$ cat config.mk
export PLATFORM = sky130hd
export DESIGN_NAME = nios2_nios2_oci_dct_packer
export DESIGN_NICKNAME = d
export VERILOG_FILES = /design/src/rtl/nios2_nios2_oci_dct_packer_pkg.sv /design/src/rtl/nios2_nios2_oci_dct_packer_outreg.sv /design/src/rtl/nios2_nios2_oci_dct_packer.sv
export SDC_FILE = /design/constraint.sdc
export NUM_CORES = 1
export LEC_CHECK = 0
export ABC_CLOCK_PERIOD_IN_PS = 3600
export CAP_MARGIN = 20
export CORE_UTILIZATION = 45
export DETAILED_ROUTE_END_ITERATION = 16
export PLACE_DENSITY = 0.8
export SLEW_MARGIN = 20
export SYNTH_ARGS = -nofsm -noshare
export SYNTH_HDL_FRONTEND = slang
export SYNTH_SLANG_ARGS = --single-unit
export TNS_END_PERCENT = 30
$ cat constraint.sdc
create_clock -name clk -period 3.6 [get_ports clk]
set_input_delay 0.54 -clock clk [delete_from_list [all_inputs] [get_ports clk]]
set_output_delay 0.54 -clock clk [all_outputs]
set_load 0.02 [all_outputs]
$ cat src/rtl/nios2_nios2_oci_dct_packer_pkg.sv
// Shared definitions for the OCI DCT atom packer: FSM states and default sizes.
package nios2_nios2_oci_dct_packer_pkg;
    localparam int unsigned ATOM_W_DEF    = 2;
    localparam int unsigned MAX_ATOMS_DEF = 15;
    localparam int unsigned CNT_W         = 4;

    typedef enum logic [1:0] {
        PACK,
        DRAIN,
        DONE
    } state_t;
endpackage

$ cat src/rtl/nios2_nios2_oci_dct_packer_outreg.sv
// Single-entry valid/ready output register holding one closed DCT packet.
module nios2_nios2_oci_dct_packer_outreg #(
    parameter int unsigned DATA_W = 30,
    parameter int unsigned CNT_W  = 4
) (
    input  logic              clk,
    input  logic              rst,
    input  logic              load,
    input  logic [DATA_W-1:0] load_data,
    input  logic [CNT_W-1:0]  load_count,
    input  logic              ready,
    output logic              valid,
    output logic [DATA_W-1:0] data,
    output logic [CNT_W-1:0]  count,
    output logic              slot_free
);
    assign slot_free = !valid || ready;

    always_ff @(posedge clk or posedge rst) begin
        if (rst) begin
            valid <= 1'b0;
            data  <= '0;
            count <= '0;
        end else if (load) begin
            valid <= 1'b1;
            data  <= load_data;
            count <= load_count;
        end else if (ready) begin
            valid <= 1'b0;
        end
    end
endmodule

$ cat src/rtl/nios2_nios2_oci_dct_packer.sv
// Packs DCT atoms into fixed-size trace packets with flush and end-of-test drain.
// Optional saturating drop counter enabled by NIOS2_OCI_DCT_OVF_CNT_EN.
module nios2_nios2_oci_dct_packer
    import nios2_nios2_oci_dct_packer_pkg::*;
#(
    parameter int unsigned ATOM_W    = ATOM_W_DEF,
    parameter int unsigned MAX_ATOMS = MAX_ATOMS_DEF,
    parameter int unsigned BUF_W     = ATOM_W * MAX_ATOMS
) (
    input  logic              clk,
    input  logic              reset,
    input  logic              trace_en,
    input  logic              atom_valid,
    input  logic [ATOM_W-1:0] atom,
    input  logic              flush_req,
    input  logic              test_ending,
    input  logic              pkt_ready,
    output logic [BUF_W-1:0]  dct_buffer,
    output logic [CNT_W-1:0]  dct_count,
    output logic              pkt_valid,
    output logic [BUF_W-1:0]  pkt_data,
    output logic [CNT_W-1:0]  pkt_count,
    output logic              dct_overflow,
`ifdef NIOS2_OCI_DCT_OVF_CNT_EN
    output logic [15:0]       ovf_count,
`endif
    output logic              test_has_ended
);
    localparam logic [CNT_W-1:0] MAX_CNT = CNT_W'(MAX_ATOMS);

    state_t           state, next_state;
    logic             flush_pend;
    logic             full, nonempty, flush_eff, close, do_close;
    logic             offered, accept, drop, slot_free, valid_next;
    logic [BUF_W-1:0] buf_next;
    logic [CNT_W-1:0] cnt_next;

    assign full      = (dct_count == MAX_CNT);
    assign nonempty  = (dct_count != '0);
    assign flush_eff = flush_req || flush_pend;
    assign close     = full || (flush_eff && nonempty) || (state == DRAIN && nonempty);
    assign do_close  = close && slot_free;
    assign offered   = atom_valid && trace_en && (state == PACK);
    assign accept    = offered && (!full || do_close);
    assign drop      = offered && full && !do_close;
    assign valid_next = do_close || (pkt_valid && !pkt_ready);

    always_comb begin
        buf_next = dct_buffer;
        cnt_next = dct_count;
        if (do_close) begin
            buf_next = accept ? {{(BUF_W-ATOM_W){1'b0}}, atom} : '0;
            cnt_next = accept ? CNT_W'(1) : '0;
        end else if (accept) begin
            buf_next = {dct_buffer[BUF_W-ATOM_W-1:0], atom};
            cnt_next = dct_count + CNT_W'(1);
        end
    end

    // Leaving DRAIN looks at next-cycle values so DONE shows the cycle after the last transfer.
    always_comb begin
        next_state = state;
        case (state)
            PACK:    if (test_ending) next_state = DRAIN;
            DRAIN:   if (cnt_next == '0 && !valid_next) next_state = DONE;
            DONE:    next_state = DONE;
            default: next_state = PACK;
        endcase
    end

    always_ff @(posedge clk or posedge reset) begin
        if (reset) begin
            state        <= PACK;
            dct_buffer   <= '0;
            dct_count    <= '0;
            flush_pend   <= 1'b0;
            dct_overflow <= 1'b0;
        end else begin
            state        <= next_state;
            dct_buffer   <= buf_next;
            dct_count    <= cnt_next;
            flush_pend   <= flush_eff && nonempty && !do_close;
            dct_overflow <= drop;
        end
    end

`ifdef NIOS2_OCI_DCT_OVF_CNT_EN
    always_ff @(posedge clk or posedge reset) begin
        if (reset)
            ovf_count <= '0;
        else if (drop && ovf_count != '1)
            ovf_count <= ovf_count + 16'd1;
    end
`endif

    assign test_has_ended = (state == DONE);

    nios2_nios2_oci_dct_packer_outreg #(
        .DATA_W (BUF_W),
        .CNT_W  (CNT_W)
    ) u_outreg (
        .clk        (clk),
        .rst        (reset),
        .load       (do_close),
        .load_data  (dct_buffer),
        .load_count (dct_count),
        .ready      (pkt_ready),
        .valid      (pkt_valid),
        .data       (pkt_data),
        .count      (pkt_count),
        .slot_free  (slot_free)
    );
endmodule

# Word-level counts from Yosys, hierarchy flattened
# Cells that the tools add are included.
[classes]
reduce_logical = 28
n_addsub = 1
eq_ne = 5
muxes = 11
[op_table]
columns = ["cell", "count"]
rows = [
  ["$mux W30", 2],
  ["$logic_and A1 B1 Y1", 11],
  ["$mux W4", 2],
  ["$logic_or A1 B1 Y1", 6],
  ["$mux W2", 3],
  ["$pmux W2 S3", 1],
  ["$logic_not A1 Y1", 5],
  ["$add A4 B1 Y4 const B", 1],
  ["$eq A4 B4 Y1 const B", 1],
  ["$logic_not A4 Y1", 1],
  ["$reduce_bool A2 Y1", 2],
  ["$reduce_bool A4 Y1", 1],
  ["$mux W1", 3],
  ["$eq A2 B1 Y1 const B", 1],
  ["$eq A2 B2 Y1 const B", 1],
  ["$logic_not A2 Y1", 1],
  ["$ne A2 B1 Y1 const B", 1],
  ["$ne A2 B2 Y1 const B", 1],
  ["$reduce_and A2 Y1", 1],
]
[totals]
regBits = 73
wordCells = 53

# Depth between registers and ports, before layout
[depth]
ltp_word = 13
mapped_depth = 9
mapped_depth_nobuf = 7

# Cells and area by module
# Synthesis repeated with hierarchy kept, for this count alone.
[unflattened]
cells_unflattened = 266
area_unflattened_um2 = 3224.3
[by_module_without_submodules]
columns = ["mod", "area_per_inst_um2", "instances", "cells_per_inst"]
rows = [
  ["nios2_nios2_oci_dct_packer", 1769.2, 1, 190],
  ["nios2_nios2_oci_dct_packer_outreg", 1455.1, 1, 76],
]

# Worst setup path before layout
# OpenSTA, ideal clock, no wires.
[synth_timing]
path_kind = "register to register"
from = "register dct_count[1]"
to = "register state[0]"
path_buffers = 0
period_less_slack_ps = 2144
slack_ps = 1456
t_arrival_ps = 2016
setup_time_ps = 128
required_ps = 3472
stages_incl_launch_ff = 7
cell_sequence = "dfrtp_1 -> ha_1 -> and4b_1 -> o211a_1 -> a211o_1 -> a41oi_2 -> mux2_1"
[synth_via]
elab_chain_len = 13
[synth_lines]
columns = ["element", "line", "source"]
rows = [
  ["start: declaration", "nios2_nios2_oci_dct_packer.sv:19", "output logic [CNT_W-1:0] dct_count,"],
  ["start signal: assignment", "nios2_nios2_oci_dct_packer.sv:81", "dct_count <= cnt_next;"],
  ["$reduce_bool A4 Y1", "nios2_nios2_oci_dct_packer.sv:39", "assign nonempty = (dct_count != '0);"],
  ["$logic_and A1 B1 Y1", "nios2_nios2_oci_dct_packer.sv:41", "assign close = full || (flush_eff && nonempty) || (state == DRAIN && nonempty);"],
  ["$logic_or A1 B1 Y1 (2 in series)", "nios2_nios2_oci_dct_packer.sv:41", ""],
  ["$logic_and A1 B1 Y1", "nios2_nios2_oci_dct_packer.sv:42", "assign do_close = close && slot_free;"],
  ["$logic_or A1 B1 Y1", "nios2_nios2_oci_dct_packer.sv:44", "assign accept = offered && (!full || do_close);"],
  ["$logic_and A1 B1 Y1", "nios2_nios2_oci_dct_packer.sv:44", ""],
  ["$mux W4 or $mux W1 (tied branches)", "nios2_nios2_oci_dct_packer.sv:54, nios2_nios2_oci_dct_packer.sv:53", ""],
  ["$mux W4", "nios2_nios2_oci_dct_packer.sv:51", "if (do_close) begin"],
  ["$logic_not A4 Y1", "nios2_nios2_oci_dct_packer.sv:65", "DRAIN: if (cnt_next == '0 && !valid_next) next_state = DONE;"],
  ["$logic_and A1 B1 Y1 *", "nios2_nios2_oci_dct_packer.sv:65", ""],
  ["$ne A2 B1 Y1 (no source line) *", "-", ""],
  ["$reduce_and A2 Y1 (no source line) *", "-", ""],
  ["end signal: assignment", "nios2_nios2_oci_dct_packer.sv:79", "state <= next_state;"],
  ["end: declaration", "nios2_nios2_oci_dct_packer.sv:31", "state_t state, next_state;"],
]
# Mark *: on every way between the ends. The rest lies on a longest branch, timed or not.
# A chain may end at the register's enable or synchronous reset.

# Worst setup path after layout
[layout_timing]
from = "register dct_count[0]"
to = "register u_outreg.data[24]"
[layout_via]
elab_chain_len = 5
[layout_lines]
columns = ["element", "line", "source"]
rows = [
  ["$reduce_bool A4 Y1", "nios2_nios2_oci_dct_packer.sv:39", ""],
  ["$logic_and A1 B1 Y1", "nios2_nios2_oci_dct_packer.sv:41", ""],
  ["$logic_or A1 B1 Y1", "nios2_nios2_oci_dct_packer.sv:41", ""],
  ["$logic_or A1 B1 Y1 *", "nios2_nios2_oci_dct_packer.sv:41", ""],
  ["$logic_and A1 B1 Y1 *", "nios2_nios2_oci_dct_packer.sv:42", ""],
  ["end signal: assignment", "nios2_nios2_oci_dct_packer_outreg.sv:26", "data <= load_data;"],
  ["end: declaration", "nios2_nios2_oci_dct_packer_outreg.sv:13", "output logic [DATA_W-1:0] data,"],
]
# Marked as above.

==> flow_metrics.tcl <==
set metrics [dict create \
    grt_pass1_vias 2260 \
    ant_nets 0 \
    insertion_delay_ns 0.35 \
    n_fill_cell 534 \
    antenna_found_initial 0 \
    dieHeight_um 84.8 \
    timing.final.max_slew_violations 0 \
    drc 6 \
    drive_above_1_share_pct 10.7 \
    cts_setup_buffers 0 \
    synth_area_um2 3080 \
    worst_pin_slew_ns 0.851 \
    fin_util_pct 63.4 \
    place.gp.congestion 0.821 \
    hold_viol_final 0 \
    cts.htree.levels 3 \
    ys_warn_count 0 \
    avgSynthCellArea_um2 11.4 \
    min_period_ns 2.27 \
    fp-row-count 29 \
    grt_max_degree 44 \
    final_nets 366 \
    hold_class "reg2reg" \
    min_to "u_outreg.data[1]" \
    reg2reg_to "u_outreg.data[24]" \
    critPathKind "reg2reg" \
    reg2reg_from "dct_count[0]" \
    rsz0062_at_grt "no" \
    ys_seq_area_share_pct 59.3 \
    grt_usage_pct 19.6 \
    tns_ns 0 \
    cts_resized 0 \
    wl_mm 6.36 \
    core_area_um2 6490 \
    grt_pass1_wl_mm 10.9 \
    worstSetupEndpointType "register" \
    drt_iter0_markers 113 \
    cp_data_arrival_time_ns 2.51 \
    clock-sinks 73 \
    cp-start-kind "register" \
    p_leak_nw 1.88 \
    vdd_drop_max_mv 0.342 \
    reg2reg_slack_ns 1.33 \
    wl_per_cell_um 14.7 \
    holdPathStages 1 \
    outcome "finished, violations left" \
    cp_max_fo 22 \
    failed_checks "DRC" \
    via_per_inst 5.20 \
    max_freq_mhz 441 \
    grt_overflow 0 \
    postCtsHoldBufs 0 \
    setup_viol_count_final 0 \
    worstRegToRegCells 7 \
    dieArea_um2 7180 \
    syn_to_final_growth_pct 33.7 \
    multiInputGateArea_um2 1130 \
    diodes 0 \
    required_ns 3.84 \
    synth_cell_type_count 34 \
    clk_root_buffer_cell "clkbuf_8" \
    ys_ff_latch 73 \
    relSlewSlack_pct 43.2 \
    seq_area_um2 1830 \
    cts_buffers 9 \
    io_buffer_count 79 \
    maxCapViolCount 0 \
    clock_skew_ns 0.0105 \
    cts.clk_slew.worst_paths_ns 0.08 \
    hold_start "u_outreg.data[1]" \
    ios 80 \
    synth_nets 285 \
    dp.final_hpwl_mm 4.33 \
    synth_cells 270 \
    final.period_utilization_pct 62.9 \
    cts.path.max_buffers 2 \
    num_vias 2251 \
    power_density_nw_per_um2 574 \
    cts_tree "done" \
    die_w_um 84.8 \
    drt_pass1_iterations 10 \
    start_util_pct 47.4 \
    finalHoldWorstSlack_ns 0.488 \
]
[placed cells by master, fill, tap and decap left out, drive strengths merged, types with 6 or more instances in the layout]
cell type and count:
inv 8, o21ai 7, clkbuf 10, dfrtp 73, ha 6, buf 7, clkdlybuf4s50 79, mux2 36
a21oi 34, nand2 61
[power by group]
group | switching [mW] | internal (mW)
clock network | 0.315 | 0.323
registers | 0.0740 | 0.908
logic | 0.421 | 0.325
[per-stage QoR]
stage | cell area [um^2] | cells | worst slack (ns) | power (mW)
after detailed placement | 3920 | 417 | 1.16 | 1.75
after global routing | 4120 | 433 | 1.11 | 2.51
after floorplan | 3080 | 270 | 1.21 | 1.51
final | 4120 | 433 | 1.33 | 2.37
after global placement | 3920 | 417 | 1.19 | 1.73
after CTS | 4120 | 433 | 1.33 | 2.39
[cells by family after synthesis]
logic type	after synthesis	synth area share, %
AND/OR/NAND/NOR	82	11.4
flip-flops	73	59.3
AO/OA/AOI/OAI	47	8.57
multiplexers	37	13.5
buffers and inverters	23	4.30
adder cells (fa/ha/maj)	6	2.44
XOR/XNOR	2	0.569
[registers in the layout (all words and copies together) (netlist names)]
signal          count
dct_buffer         30
u_outreg.data      30
dct_count           4
u_outreg.count      4
state               2
dct_overflow        1
flush_pend          1
u_outreg.valid      1
[critical path: stages, from the launching register on]
cell and delay [ns]:
dfrtp_1 0.49, inv_1 0.09, ha_1 0.20, nor3b_2 0.18, o21ai_1 0.19, and2_2 0.29
buf_4 0.34, mux2_2 0.38
[worst max-delay path by stage]
stage | startpoint | end | slack, ns
5_1_grt | dct_count[0] | dct_buffer[13] | 1.11
6_report | dct_count[0] | u_outreg.data[24] | 1.33
4_1_cts | dct_count[0] | u_outreg.data[26] | 1.33
3_3_place_gp | flush_req | state[0] | 1.19
2_1_floorplan | reset | dct_buffer[0] | 1.21
3_5_place_dp | pkt_ready | dct_buffer[24] | 1.16
[routing by layer]
layer	vias up	share of wire (%)	GRT usage [%]
li1	1075	-	-
met1	1109	47	26.4
met2	61	48	30.9
met3	6	4.4	4.92
met4	0	1.0	7.40
met5	-	0	0
[layout make-up]
class	count	area share, %
clock inverters	6	1.64
inverters	7	0.638
repair buffers	86	20.5
multi-input cells	174	27.5
clock buffers	10	3.10
flip-flops and latches	73	44.3
well taps	77	2.34
[cells in the mapped netlist (all sizes together)]
master | count | area (um^2)
dfrtp | 73 | 1830
buf | 10 | 83.8
o21ai | 7 | 35.0
nor3b | 1 | 12.5
and4b | 1 | 10.0
nand2b | 1 | 6.26
clkbuf | 6 | 22.5
inv | 7 | 26.3
o211ai | 1 | 7.51
mux2i | 1 | 10.0
xnor2 | 1 | 8.76
ha | 6 | 75.1
nor2b | 1 | 6.26
nor3 | 4 | 20.0
a31oi | 1 | 6.26
a41oi | 1 | 16.3
nand2 | 61 | 229
mux2 | 36 | 405
nor2 | 5 | 18.8
a311o | 1 | 10.0
xor2 | 1 | 8.76
and2 | 1 | 6.26
or3 | 1 | 6.26
a21oi | 34 | 170
and3 | 2 | 13.8
nand3 | 3 | 15.0
o211a | 1 | 10.0
a211o | 1 | 8.76
nand4 | 1 | 6.26
(Power assumes the default switching activity.)
